**config.mk**
```make
export PLATFORM = sky130hd
export DESIGN_NAME = byte_match_ctrl_flat
export DESIGN_NICKNAME = d
export VERILOG_FILES = /design/src/rtl/byte_match_ctrl_if.sv /design/src/rtl/byte_match_ctrl.sv /design/src/flat_wrapper.sv
export SDC_FILE = /design/constraint.sdc
export NUM_CORES = 1
export LEC_CHECK = 0
export BUFFER_PORTS_ARGS = -buffer_cell sky130_fd_sc_hd__buf_4
export CAP_MARGIN = 25
export CORE_MARGIN = 8
export CORE_UTILIZATION = 43
export DETAILED_ROUTE_END_ITERATION = 10
export PLACE_DENSITY = 0.72
export SETUP_SLACK_MARGIN = 0.02
export SLEW_MARGIN = 0
export SYNTH_ARGS = -nofsm -noshare
export SYNTH_HDL_FRONTEND = slang
export SYNTH_SLANG_ARGS = --single-unit
```
**constraint.sdc**
```tcl
create_clock -name clk -period 1.5 [get_ports clk]
set_input_delay 0.3 -clock clk [delete_from_list [all_inputs] [get_ports clk]]
set_output_delay 0.3 -clock clk [all_outputs]
set_load 0.005 [all_outputs]
```
**src/rtl/byte_match_ctrl_if.sv**
```systemverilog
// Byte-stream / comparator bundle for the PRBS-15 byte-match sequencer.
// The master side feeds bytes and the comparator result; the slave is the sequencer.
interface byte_match_ctrl_if #(
  parameter int CNT_W = 8
);
  logic             clear;
  logic             data_valid;
  logic [7:0]       data_in;
  logic             cmp_true_byte;
  logic             cmp_enable;
  logic [1:0]       cmp_byte_num;
  logic [7:0]       cmp_byte;
  logic             pattern_found;
  logic             mismatch;
  logic [CNT_W-1:0] match_count;
  logic             busy;

  modport master (
    output clear, data_valid, data_in, cmp_true_byte,
    input  cmp_enable, cmp_byte_num, cmp_byte, pattern_found, mismatch, match_count, busy
  );

  modport slave (
    input  clear, data_valid, data_in, cmp_true_byte,
    output cmp_enable, cmp_byte_num, cmp_byte, pattern_found, mismatch, match_count, busy
  );
endinterface

```
**src/rtl/byte_match_ctrl.sv**
```systemverilog
// Sequences received bytes into a registered byte comparator, tags each byte with lane/epoch,
// and counts consecutive 32-bit pattern matches to declare lock.
module byte_match_ctrl #(
  parameter int NUM_PATTERNS = 4,
  parameter int CNT_W        = 8
) (
  input logic              clk,
  input logic              rst,
  byte_match_ctrl_if.slave bus
);
  localparam int DATA_W = 8;

  typedef enum logic [1:0] {IDLE, RUN, LOCK} state_t;

  state_t            state;
  logic [1:0]        byte_idx;
  logic              epoch;
  logic              pok;
  logic [CNT_W-1:0]  count;
  logic              pattern_found;
  logic              mismatch;
  logic              busy;

  logic              vld_p0;
  logic [1:0]        lane_p0;
  logic              epoch_p0;
  logic [DATA_W-1:0] byte_p0;

  logic              vld_p1;
  logic [1:0]        lane_p1;
  logic              epoch_p1;

  logic              res_live;
  logic              mm_evt;
  logic              hit_evt;
  logic              lock_hit;
  logic              epoch_nx;
  logic [1:0]        idx_base;
  logic [CNT_W-1:0]  cnt_inc;

  function automatic logic [CNT_W-1:0] sat_inc(input logic [CNT_W-1:0] v);
    return (&v) ? v : v + CNT_W'(1);
  endfunction

  // Check stage: results whose epoch predates the last mismatch/clear are stale
  always_comb begin
    res_live = vld_p1 && (epoch_p1 == epoch);
    mm_evt   = res_live && !bus.cmp_true_byte;
    hit_evt  = res_live && bus.cmp_true_byte && (lane_p1 == 2'd3) && pok;
    cnt_inc  = sat_inc(count);
    lock_hit = hit_evt && (32'(cnt_inc) >= 32'(NUM_PATTERNS));
    epoch_nx = mm_evt ? ~epoch : epoch;
    idx_base = mm_evt ? 2'd0 : byte_idx;
  end

  always_ff @(posedge clk or negedge rst) begin
    if (!rst) begin
      state         <= IDLE;
      byte_idx      <= 2'd0;
      epoch         <= 1'b0;
      pok           <= 1'b1;
      count         <= '0;
      pattern_found <= 1'b0;
      mismatch      <= 1'b0;
      busy          <= 1'b0;
      vld_p0        <= 1'b0;
      lane_p0       <= 2'd0;
      epoch_p0      <= 1'b0;
      byte_p0       <= '0;
      vld_p1        <= 1'b0;
      lane_p1       <= 2'd0;
      epoch_p1      <= 1'b0;
    end else if (bus.clear) begin
      state         <= IDLE;
      byte_idx      <= 2'd0;
      epoch         <= ~epoch;
      pok           <= 1'b1;
      count         <= '0;
      pattern_found <= 1'b0;
      mismatch      <= 1'b0;
      busy          <= 1'b0;
      vld_p0        <= 1'b0;
      lane_p0       <= 2'd0;
      byte_p0       <= '0;
      vld_p1        <= 1'b0;
    end else begin
      // Issue stage -> p0: a mismatch forces this byte to lane 0 under the new epoch
      vld_p0 <= bus.data_valid;
      epoch  <= epoch_nx;
      if (bus.data_valid) begin
        byte_p0  <= bus.data_in;
        lane_p0  <= idx_base;
        epoch_p0 <= epoch_nx;
        byte_idx <= idx_base + 2'd1;
      end else begin
        byte_idx <= idx_base;
      end

      // p0 -> p1: tag travels alongside the comparator's registered result
      vld_p1   <= vld_p0;
      lane_p1  <= lane_p0;
      epoch_p1 <= epoch_p0;

      // Update stage: count, partial-OK, mismatch pulse and lock FSM
      mismatch <= mm_evt;
      if (mm_evt) begin
        count <= '0;
        pok   <= 1'b1;
      end else if (res_live) begin
        if (lane_p1 == 2'd3) begin
          if (hit_evt) count <= cnt_inc;
          pok <= 1'b1;
        end else begin
          pok <= pok & bus.cmp_true_byte;
        end
      end

      case (state)
        IDLE: begin
          if (bus.data_valid) begin
            state <= RUN;
            busy  <= 1'b1;
          end
        end
        RUN: begin
          if (lock_hit) begin
            state         <= LOCK;
            pattern_found <= 1'b1;
          end
        end
        LOCK: begin
          if (mm_evt) begin
            state         <= RUN;
            pattern_found <= 1'b0;
          end
        end
        default: begin
          state <= IDLE;
          busy  <= 1'b0;
        end
      endcase
    end
  end

  assign bus.cmp_enable    = vld_p0;
  assign bus.cmp_byte_num  = lane_p0;
  assign bus.cmp_byte      = byte_p0;
  assign bus.pattern_found = pattern_found;
  assign bus.mismatch      = mismatch;
  assign bus.match_count   = count;
  assign bus.busy          = busy;
endmodule
```
**src/flat_wrapper.sv**
```systemverilog
// flat-port wrapper written by rule: the top's interface ports become plain ports
module byte_match_ctrl_flat 
#(
  parameter int NUM_PATTERNS = 4,
  parameter int CNT_W        = 8
)
  (clk, rst, bus_clear, bus_data_valid, bus_data_in, bus_cmp_true_byte, bus_cmp_enable, bus_cmp_byte_num, bus_cmp_byte, bus_pattern_found, bus_mismatch, bus_match_count, bus_busy);
  byte_match_ctrl_if #(.CNT_W(CNT_W)) bus_i ();
  input logic clk;
  input logic rst;
  input wire logic [$bits(bus_i.clear)-1:0] bus_clear;
  input wire logic [$bits(bus_i.data_valid)-1:0] bus_data_valid;
  input wire logic [$bits(bus_i.data_in)-1:0] bus_data_in;
  input wire logic [$bits(bus_i.cmp_true_byte)-1:0] bus_cmp_true_byte;
  output wire logic [$bits(bus_i.cmp_enable)-1:0] bus_cmp_enable;
  output wire logic [$bits(bus_i.cmp_byte_num)-1:0] bus_cmp_byte_num;
  output wire logic [$bits(bus_i.cmp_byte)-1:0] bus_cmp_byte;
  output wire logic [$bits(bus_i.pattern_found)-1:0] bus_pattern_found;
  output wire logic [$bits(bus_i.mismatch)-1:0] bus_mismatch;
  output wire logic [$bits(bus_i.match_count)-1:0] bus_match_count;
  output wire logic [$bits(bus_i.busy)-1:0] bus_busy;
  assign bus_i.clear = bus_clear;
  assign bus_i.data_valid = bus_data_valid;
  assign bus_i.data_in = bus_data_in;
  assign bus_i.cmp_true_byte = bus_cmp_true_byte;
  assign bus_cmp_enable = bus_i.cmp_enable;
  assign bus_cmp_byte_num = bus_i.cmp_byte_num;
  assign bus_cmp_byte = bus_i.cmp_byte;
  assign bus_pattern_found = bus_i.pattern_found;
  assign bus_mismatch = bus_i.mismatch;
  assign bus_match_count = bus_i.match_count;
  assign bus_busy = bus_i.busy;
  byte_match_ctrl #(.NUM_PATTERNS(NUM_PATTERNS), .CNT_W(CNT_W)) u_core (.clk(clk), .rst(rst), .bus(bus_i));
endmodule
```
[Word-level counts from Yosys, hierarchy flattened]
Index checks and enable logic that the tools add are counted.
Word-level totals
  register bits after elaboration: 33
  output and inout port bits: 22
  logic and storage cells: 83
Operators by class
  add/subtract/negate cells: 2
  $lt $le $gt $ge: 1
  equal/unequal tests: 8
  mux-type cells: 34
  bitwise logic cells: 3
  reduce and logical (&&, ||, !) cells: 20
Operators with widths (count)
  8-bit two-way mux: 8
  2-bit two-way mux: 9
  1-bit two-way mux: 14
  3-bit nonzero test: 4
  3-bit AND reduction: 3
  8-bit by 1-bit adder with 8-bit output, second input constant: 1
  8-bit by 3-bit greater-or-equal comparator with 1-bit output, second input constant: 1
  8-bit AND reduction: 1
  1-bit logical AND: 6
  3-bit by 2-bit inequality test with 1-bit output, second input constant: 2
  2-bit case mux with 3 select lines: 1
  2-bit == test, second input constant: 2
  1-bit case mux with 2 select lines: 2
  2-bit AND reduction: 2
  3-bit inequality test, second input constant: 1
  2-bit by 1-bit adder with 2-bit output, second input constant: 1
  2-bit by 1-bit == test with 1-bit output, second input constant: 1
  2-bit logical NOT: 1
  2-bit by 1-bit inequality test with 1-bit output, second input constant: 1
  1-bit inverter: 2
  2-bit nonzero test: 1
  2-bit OR reduction: 1
  1-bit AND: 1
  1-bit == test: 1
  1-bit logical NOT: 1

[Depth between registers and ports, before layout]
Gate-level depths: netlist of the first run.
  word-level depth: 10
  gate-level depth with buffers: 7
  gate-level depth less buffers: 7

[Worst setup path after synthesis of the first run]
OpenSTA, ideal clock, no wires.
  kind: reg-to-reg
  start: register u_core.epoch
  end: register u_core.state[0]
  library setup time: 0.079 ns
  arrival time: 1.513 ns
  required time: 1.421 ns
  setup slack: -0.092 ns
  stages on the path, launching flop included: 6
  buffers on the path: 0
  period minus slack after synthesis: 1.592 ns
  cells stage by stage: dfrtp_1 > xnor2_2 > nand3b_4 > a22o_1 > a211oi_2 > mux2i_1
On the way
  word-level cells in the longest chain between the ends: 8
  elaborated cells between the ends (all ways): 10
RTL lines
  start: declaration: line byte_match_ctrl.sv:17  | logic epoch;
  start signal: assignment: line byte_match_ctrl.sv:76  | epoch <= ~epoch;
  start signal: assignment: line byte_match_ctrl.sv:89  | epoch <= epoch_nx;
  1-bit == test (*): line byte_match_ctrl.sv:47  | res_live = vld_p1 && (epoch_p1 == epoch);
  1-bit logical AND (*): line byte_match_ctrl.sv:47
  1-bit logical AND (3 in series): line byte_match_ctrl.sv:49  | hit_evt = res_live && bus.cmp_true_byte && (lane_p1 == 2'd3) && pok;
  1-bit logical AND: line byte_match_ctrl.sv:51  | lock_hit = hit_evt && (32'(cnt_inc) >= 32'(NUM_PATTERNS));
  3-bit by 2-bit inequality test with 1-bit output (no line)
  3-bit AND reduction (no line) (*)
  end signal: assignment: line byte_match_ctrl.sv:58  | state <= IDLE;
  end signal: assignment: line byte_match_ctrl.sv:74  | state <= IDLE;
  end signal: assignment: line byte_match_ctrl.sv:121  | state <= RUN;
  end: declaration: line byte_match_ctrl.sv:15  | state_t state;
Every way passes the cells marked *; elsewhere a longest branch is shown, timed or not.
A chain may end at the register's enable or synchronous reset.

[Worst setup path in the final report of the first run]
  start: register u_core.count[4] (netlist: u_core.bus.match_count[4])
  end: register u_core.state[0]
On the way
  word-level cells in the longest chain between the ends: 6
  elaborated cells between the ends (all ways): 7
RTL lines
  start: declaration: line byte_match_ctrl.sv:19  | logic [CNT_W-1:0] count;
  start signal: assignment: line byte_match_ctrl.sv:111  | if (hit_evt) count <= cnt_inc;
  8-bit by 1-bit adder with 8-bit output / 8-bit AND reduction (equally long branches): line byte_match_ctrl.sv:42  | return (&v) ? v : v + CNT_W'(1);
  8-bit two-way mux (*): line byte_match_ctrl.sv:42
  8-bit by 3-bit greater-or-equal comparator with 1-bit output (*): line byte_match_ctrl.sv:51
  1-bit logical AND (*): line byte_match_ctrl.sv:51
  3-bit by 2-bit inequality test with 1-bit output (no line) (*)
  3-bit AND reduction (no line) (*)
Marked as above.

==> results of run 1 <==
## cell type report
type | instances | area (sq um) | area share [%]
sequential | 33 | 828 | 36.8
multi-input combinational | 103 | 788 | 35.1
timing repair buffer | 59 | 460 | 20.5
tap | 48 | 60.1 | 2.67
clock buffer | 7 | 55.1 | 2.45
clock inverter | 1 | 30.0 | 1.34
inverter | 7 | 26.3 | 1.17
## cells in the final DEF (no fill, tap or decap), drive strengths merged, types with 2 or more instances in the layout
master and instances:
ha 5, nand2 11, nor3 4, o21ai 3
clkbuf 7, dfrtp 32, or3 3, a31oi 2
a211oi 2, nor2 20, mux2 3, xor2 4
inv 7, nand4 2, mux2i 10, xnor2 2
a21oi 9, and3 2, buf 58, o2111a 2
nand3 7
## cells by family after synthesis
family	Yosys count
AND/OR/NAND/NOR	56
flip-flops	33
AO/OA/AOI/OAI	23
multiplexers	13
buffers and inverters	10
XOR/XNOR	6
adder cells (fa/ha/maj)	5
## what timing repair did
item	CTS	global route
setup endpoints to repair	9	13
hold endpoints to repair	32	0
setup buffers	3	2
gates resized for setup	13	14
hold buffers	1	0
gates cloned	0	0
pin swaps	5	6
## flip-flops by register name, indices dropped and copies added (netlist names), 2 cells and up
register,flops
u_core.bus.cmp_byte,8
u_core.bus.match_count,8
u_core.bus.cmp_byte_num,2
u_core.byte_idx,2
u_core.lane_p1,2
u_core.state,2
## worst reg2reg max path, stage by stage, from the launching register on
cell	delay [ns]
sky130_fd_sc_hd__dfrtp_1	0.41
sky130_fd_sc_hd__or3_4	0.40
sky130_fd_sc_hd__nor4_4	0.26
sky130_fd_sc_hd__o21a_1	0.22
sky130_fd_sc_hd__a211oi_2	0.08
sky130_fd_sc_hd__mux2i_1	0.20
## stage by stage
stage / total power, mW / hold slack (ns)
after floorplan: 1.48 / 0.00441
after global placement: 1.70 / 0.263
after detailed placement: 1.73 / 0.267
after CTS: 2.48 / 0.196
after global routing: 2.68 / 0.217
final: 2.53 / 0.205
## path summary, 6_finish.rpt
path                       depth (start not counted)                        end  slack, ns
max                                                5            u_core.state[0]      -0.15
min                                                3     u_core.bus.cmp_byte[0]       0.20
max reg2reg                                        5            u_core.state[0]      -0.15
max in group asynchronous                          2                 u_core.pok       0.73
min reg2reg                                        1              u_core.vld_p1       0.50
min in group asynchronous                          2  u_core.bus.match_count[3]       0.44
## where the power goes
group          total (mW)  switching, mW  internal, mW
registers            1.09         0.0927         0.993
clock network       0.700          0.302         0.398
logic               0.745          0.349         0.396
total                2.53          0.744          1.79
## layer usage
layer	GRT usage (%)	vias up	wire length, microns
met5	0	-	0
met2	24.9	42	2020
met1	14.5	648	1580
li1	-	641	-
met3	5.31	9	230
met4	5.38	0	80
==> impl.org, run 1 <==
** Route
- Total vias in the final route :: 1340
- The pre-antenna-repair detailed-routing pass consisted of 4 iterations.
- Number of remaining DRC errors :: 0
- The count of nets left with antenna violations once routing finished came out at 0.
- Detailed Route Iter0 Violations :: 41
- After detailed routing, the total wire length is between 3000 and 4000 microns.
- Post-DR vias/cell :: slightly above 5
- Routed WL per cell :: approximately 15 microns

** Synth
- Dominant cell by count in the synthesized netlist :: sky130_fd_sc_hd__dfrtp_1
- Of the post-synthesis cell area, the dominant cell type holds 51.4%.
- Multiplexer share of the synthesized area :: 8.59%
- Summed over all instances, the cell type with the most area after synthesis is sky130_fd_sc_hd__dfrtp_1.
- Summing the areas of all fa, ha and maj instances in the mapped netlist gives 4.02% of the synthesized area.
- Xor and xnor area share after synthesis :: about 3.9%
- FFs w/ async S/R, synth :: between 90% and 100%
- Ranking of synthesized cells by area :: sky130_fd_sc_hd__dfrtp_1, sky130_fd_sc_hd__mux2i_1, sky130_fd_sc_hd__nor2_1, sky130_fd_sc_hd__ha_1, sky130_fd_sc_hd__a21oi_1
- Count of synthesis-stage warnings from yosys :: 0
- Cell area after synthesis :: 1560 sq um
- After Yosys synthesis, and, or, nand and nor cells account for 17.8% of the synthesized area.
- Part of the Yosys area used for sequential elements :: ~53%
- The synthesized netlist devotes about 10% of its cell area to compound gates.
- Number of synthesized flops with an enable pin :: 0
- Among all flip-flop cells after synthesis, the most frequent one is sky130_fd_sc_hd__dfrtp_1.
- Main combinational cell family by area after synthesis :: simple AND/OR/NAND/NOR gates
- Ranked by instance count, the synthesized netlist is headed by sky130_fd_sc_hd__dfrtp_1, sky130_fd_sc_hd__nor2_1, sky130_fd_sc_hd__nand2_1, sky130_fd_sc_hd__mux2i_1, sky130_fd_sc_hd__a21oi_1.
- Number of instances in the synthesized netlist :: between 100 and 150
- Counting every net in the synthesized netlist gives roughly 160.
- Netlist cell types :: 36
- Averaged over all synthesized cells, the footprint is between 10 and 15 sq um.
- After synthesis the netlist holds a flip-flop and latch count of 33.

** Worst setup path
- The number of buffers and inverters on the critical path is 0.
- STA classifies the critical path startpoint as a register.
- Reg-to-Reg Start :: u_core.bus.match_count[4]
- STA puts the critical path data arrival time at between 1.5 and 2 ns.
- On the critical path, the stage with the largest delay is an instance of sky130_fd_sc_hd__dfrtp_1.
- Cell-by-cell trace of the critical path :: or3_4 > nor4_4 > o21a_1 > a211oi_2 > mux2i_1
- For this run, the slowest stage of the critical path takes just over 0.4 ns.
- Start point of the critical path :: u_core.bus.match_count[4]
- Crit path capture type :: register
- Along the worst path, the maximum fanout reaches 3.
- Cell family with most CP delay :: simple AND/OR/NAND/NOR gates
- Data on the critical path is required at its endpoint by between 1.5 and 2 ns.
- Kind of critical path :: reg2reg

** STA
- Headroom to the max-slew limit came out at between 70 and 80%.
- Final Slew Violations :: 0
- Static timing analysis puts the maximum clock frequency at between 600 and 700 MHz.
- Final count of hold timing violations :: 0
- Summed over all failing endpoints, the final setup total negative slack is -0.536 ns.
- After layout, the worst path uses 110% of the clock period.
- Fin crit period :: around 1.7 ns
- Setup repair after global routing missed its margin :: true
- For the final database, setup skew stands at 0.00562 ns.
- Final count of negative-setup-slack endpoints :: 7
- For the pin with the worst max-slew slack, the measured transition is ~0.42 ns.
- Across all setup checks in the final design, the least slack found is -0.154 ns.

** Final layout
- Final net count :: 227
- For this run, the number of standard cells in the final layout without fillers is about 260.
- Finished layout cell area :: roughly 2200 sq um
- In the final layout, the share of cells above drive strength 1 is 41.4%.
- Number of fillers in the final layout :: about 310
- At the end of the flow the core is filled with cells to between 60 and 70%.
- Area Overhead vs Synth :: 44.3%
- The number of antenna diodes in the final layout is 0.

** Placement
- Input and output buffers added on the ports amount to 34.
- Post-Place Worst Slack :: -0.185 ns
- Routability cong. :: ~0.85
- Once detailed placement completed, the half-perimeter wirelength came to about 2800 microns.
- The placed instances occupy a cell area of roughly 2000 sq um.
- Placed cell count :: between 200 and 250

** Floorplanning
- Die Height :: between 70 and 80 microns
- Total Die Area :: 5800 sq um
- Horizontal die dimension :: 76.2 microns
- The initialized floorplan defines 22 standard-cell rows.
- Area of the placeable core :: between 3000 and 4000 sq um
- I/O pins :: 35
- Starting utilization of the core area :: between 40% and 50%

** Global route
- The initial antenna violation count came to 0.
- The first global-routing pass estimated roughly 6700 microns of wire.
- Vias in the first global route :: approximately 1500
- Residual overflow from global routing :: 0
- In the global route stage, overall resource usage came out at approximately 14%.
- Maximum number of pins on one net before global-route repair :: 34

** Worst hold path
- Startpoint of the worst hold path :: bus_data_in[0]
- The path class of the tightest hold or removal check is in2reg.

** Clock network
- TritonCTS Sinks :: 33
- Maximum level of the CTS H-tree :: 2
- The later pin in the worst-skew pair is clocked with a latency of ~0.33 ns.
- Clock-pin slew was measured on the worst setup and hold paths at around 0.10 ns.
- CTS max path bufs :: 2
- The tree is rooted in a sky130_fd_sc_hd__clkbuf_4.
- TritonCTS built the clock tree.
- Num CTS Buffers :: 5

** Run status
- The flow ran to the end, but the final reports show violations.
- The final reports fail on setup timing.

** Run
- Max-cap violations in this run came to 0.

** Power
- Leakage :: about 1.1 nW
- In this run the power density over the cells is between 1000 and 1500 nW/um^2.
- VDD sags by at most 0.592 mV.
No activity file was read; power rests on OpenSTA's default activity.
==> run 2: changes to the inputs <==
--- a/config.mk
+++ b/config.mk
@@ -9,6 +9,7 @@
 export CAP_MARGIN = 25
 export CORE_MARGIN = 8
 export CORE_UTILIZATION = 43
+export CTS_CLUSTER_DIAMETER = 60
 export DETAILED_ROUTE_END_ITERATION = 10
 export PLACE_DENSITY = 0.72
 export SETUP_SLACK_MARGIN = 0.02
==> constraint.sdc (replaced) <==
create_clock -name clk -period 1.5 [get_ports clk]
set_input_delay 0.075 -clock clk [delete_from_list [all_inputs] [get_ports clk]]
set_output_delay 0.075 -clock clk [all_outputs]
set_load 0.005 [all_outputs]
==> impl.org, run 2 (same netlist as run 1, synthesis figures left out) <==
** Clock network
- Clock latency of the later-clocked register in the worst-skew pair :: approximately 0.33 ns
- Clock tree synthesis inserted a total of 5 buffers.
- Clock-pin slew reported for the worst setup and hold paths after clock tree synthesis :: 0.10 ns
- Maximum level of the CTS H-tree :: 2
- Cell at the root of the clock tree :: sky130_fd_sc_hd__clkbuf_4
- TritonCTS Sinks :: 33
- TritonCTS clock tree :: built
- CTS max path bufs :: 2

** Final layout
- Register area :: about 830 sq um
- At the end of the flow the core is filled with cells to 65.3%.
- Area Overhead vs Synth :: 50.1%
- Finished layout cell area :: about 2300 sq um
- In the layout the commonest cells are sky130_fd_sc_hd__buf_4, sky130_fd_sc_hd__dfrtp_1, sky130_fd_sc_hd__nor2_1.
- Final net count :: between 200 and 250
- 0 antenna diodes ended up in the layout.
- Fill cells in the final layout number between 200 and 300.
- Most common cell after layout, fill and taps aside :: sky130_fd_sc_hd__buf_4
- Area of the multi-input gates :: slightly above 800 sq um
- Layout cell share with drive strength beyond 1 :: approximately two fifths

** Worst setup path
- Critical-path cell with the highest stage delay :: sky130_fd_sc_hd__dfstp_2
- STA classifies the critical path startpoint as a register.
- The worst setup path is captured at a register.
- Data required time of the worst path :: 1.76 ns
- For this run, the slowest stage of the critical path takes between 0.5 and 0.6 ns.
- Cell family with most CP delay :: flip-flops
- Count of buffering cells on the critical path with inverters included :: 0
- The critical path goes through and4_4 > and3_1 > nor2_1 > a211oi_2 > mux2i_1.
- The worst register-to-register path ends at u_core.state[0].
- In this run the worst path has a maximum fanout of 2.
- For the worst setup path, the data arrival time is between 1.5 and 2 ns.
- The critical path is of the reg2reg type.
- Worst r2r path cells :: 5
- Reg-to-Reg Start :: u_core.pok
- The worst register-to-register path has a setup slack of -0.1 ns.

** Floorplanning
- Measured along the x axis, the die boundary spans around 76 microns.
- Total Die Area :: between 5000 and 6000 sq um
- Area of the placeable core :: approximately 3600 sq um
- Rows :: 22
- Die Height :: ~76 microns
- During I/O placement, the number of pins put on the boundary was 35.
- The initial utilization of the core area, before any placement, comes to 43.5%.

** STA
- Final worst clock skew :: around 0.0048 ns
- The worst pin sits at a relative slew slack of between 70 and 80%.
- Final critical-path setup slack :: -0.0953 ns
- Worst hold margin :: between 0.07 and 0.08 ns
- The final hold violation count was 0.
- Actual slew at the worst max-slew pin :: around 0.43 ns
- Setup repair after global routing could not meet its margin everywhere.
- Setup violations remaining at the end of the flow were counted as 3.
- For this run, the top clock speed supported by timing is 627 MHz.
- Final Slew Violations :: 0
- Final period util :: 106%
- For the finished layout, the period the worst path requires is 1.60 ns.

** Placement
- I/O Buffers :: 34
- The congestion estimate from routability-driven global placement came to 0.849.
- Half-perimeter wire length of the detailed placement result :: between 2000 and 3000 microns
- Post-Place Worst Slack :: -0.180 ns
- Area after detailed placement :: between 1500 and 2000 sq um

** Global route
- Antenna violations before repair :: 0
- All-Layer GR Usage :: 14.3%
- The number of global-route vias before repair is between 1500 and 2000.
- Global-route wire length before repair :: about 6900 microns
- Residual overflow from global routing :: 0
- Maximum number of pins on one net before global-route repair :: 34

** Power
- Sequential cells burn around two fifths of the power.
- The internal portion of the total power is 1.86 mW.
- Total power :: ~2.6 mW
- In this run the static leakage power is 1.10 nW.
- In this run the power density over the cells is 1130 nW/um^2.
- The clock network accounts for between 20% and 30% of the total power.
- Across the VDD grid, the largest voltage drop is approximately 0.84 mV.
- Switching share of power :: 29.9%
- Combinational Power Share :: around a third
- In this run the power spent charging and discharging nets is around 0.8 mW.

** Run status
- The final reports fail on setup timing.
- Status :: complete, but fails checks

** Route
- Post-DR vias/cell :: between 5 and 6
- Number of remaining DRC errors :: 0
- Routed WL per cell :: around 16 microns
- The count of nets left with antenna violations once routing finished came out at 0.
- The pre-antenna-repair detailed-routing pass consisted of 4 iterations.
- The routed layout has 1380 vias.
- The routed design has roughly 4200 microns of wire.
- In this run, the number of DRC markers left after iteration 0 of detailed routing was 46.

** Worst hold path
- The path class of the tightest hold or removal check is in2reg.
- The path with the worst hold slack has its endpoint at u_core.bus.cmp_byte_num[1].
- Number of cells on the worst hold path :: 2
- Startpoint of the worst hold path :: bus_clear

** Run
- Number of maximum-capacitance constraint violations :: 0
==> run 2: cell types whose count changed in the layout (fill, tap and decap cells not counted), moves of 2 or more <==
cell | before | now
sky130_fd_sc_hd__buf_4 | 54 | 52
sky130_fd_sc_hd__dfrtp_1 | 31 | 29
sky130_fd_sc_hd__dfrtp_2 | 1 | 3
sky130_fd_sc_hd__dlygate4sd3_1 | 1 | 9
sky130_fd_sc_hd__nand2_2 | 0 | 2
sky130_fd_sc_hd__nand3_2 | 2 | 0
==> run 2: metal layers <==
metal,share of wire [%],global-route usage [%],vias up,wire [microns]
li1,-,-,654,-
met1,39,14.3,669,1630
met2,53,26.0,48,2210
met3,6.3,5.78,9,264
met4,2.1,4.81,0,90
met5,0,0,-,0
==> run 2: timing repair <==
| item | 4_1_cts | 5_1_grt |
|---|---|---|
| endpoints found under the hold margin | 40 | 1 |
| hold buffers | 8 | 1 |
| endpoints found under the setup margin | 9 | 11 |
| gates resized for setup | 14 | 18 |
| pin swaps | 7 | 6 |
| buffers inserted | 1 | 2 |
==> run 2: area by class of cell <==
class / instances / area share (%)
inverters: 7 / 1.12
flip-flops and latches: 33 / 35.5
clock buffers: 7 / 2.35
well taps: 48 / 2.57
repair buffers: 64 / 22.0
clock inverters: 1 / 1.28
multi-input cells: 103 / 35.2
==> run 2: worst reg2reg max path: stages (launching register included) <==
cell and delay (ns):
sky130_fd_sc_hd__dfstp_2 0.56, sky130_fd_sc_hd__and4_4 0.22, sky130_fd_sc_hd__and3_1 0.18, sky130_fd_sc_hd__nor2_1 0.06, sky130_fd_sc_hd__a211oi_2 0.27, sky130_fd_sc_hd__mux2i_1 0.24
==> run 2: through the flow <==
| step | cells | setup TNS (ns) |
|---|---|---|
| global route | 263 | -0.497 |
| detailed placement | 243 | -0.724 |
| finish | 263 | -0.166 |
| floorplan | 146 | -0.0278 |
| global placement | 243 | -0.0963 |
| CTS | 260 | -0.290 |
==> run 2: how the worst max path moves through the flow <==
stage                     cells past startpoint              end                 startpoint
final                                         5  u_core.state[0]                 u_core.pok
after global routing                          5  u_core.state[0]            u_core.epoch_p1
after CTS                                     5  u_core.state[0]  u_core.bus.match_count[3]
after detailed placement                      7  u_core.state[0]            u_core.state[1]
after global placement                        7  u_core.state[1]            u_core.state[1]
after floorplan                               5  u_core.state[0]               u_core.epoch
==> run 2: power groups by stage <==
stage / Sequential [mW] / Clock (mW) / Combinational, mW
floorplan: 1.08 / 0 / 0.400
CTS: 1.08 / 0.713 / 0.761
global placement: 1.08 / 0 / 0.641
detailed placement: 1.08 / 0 / 0.676
finish: 1.09 / 0.704 / 0.855
global route: 1.10 / 0.749 / 0.935
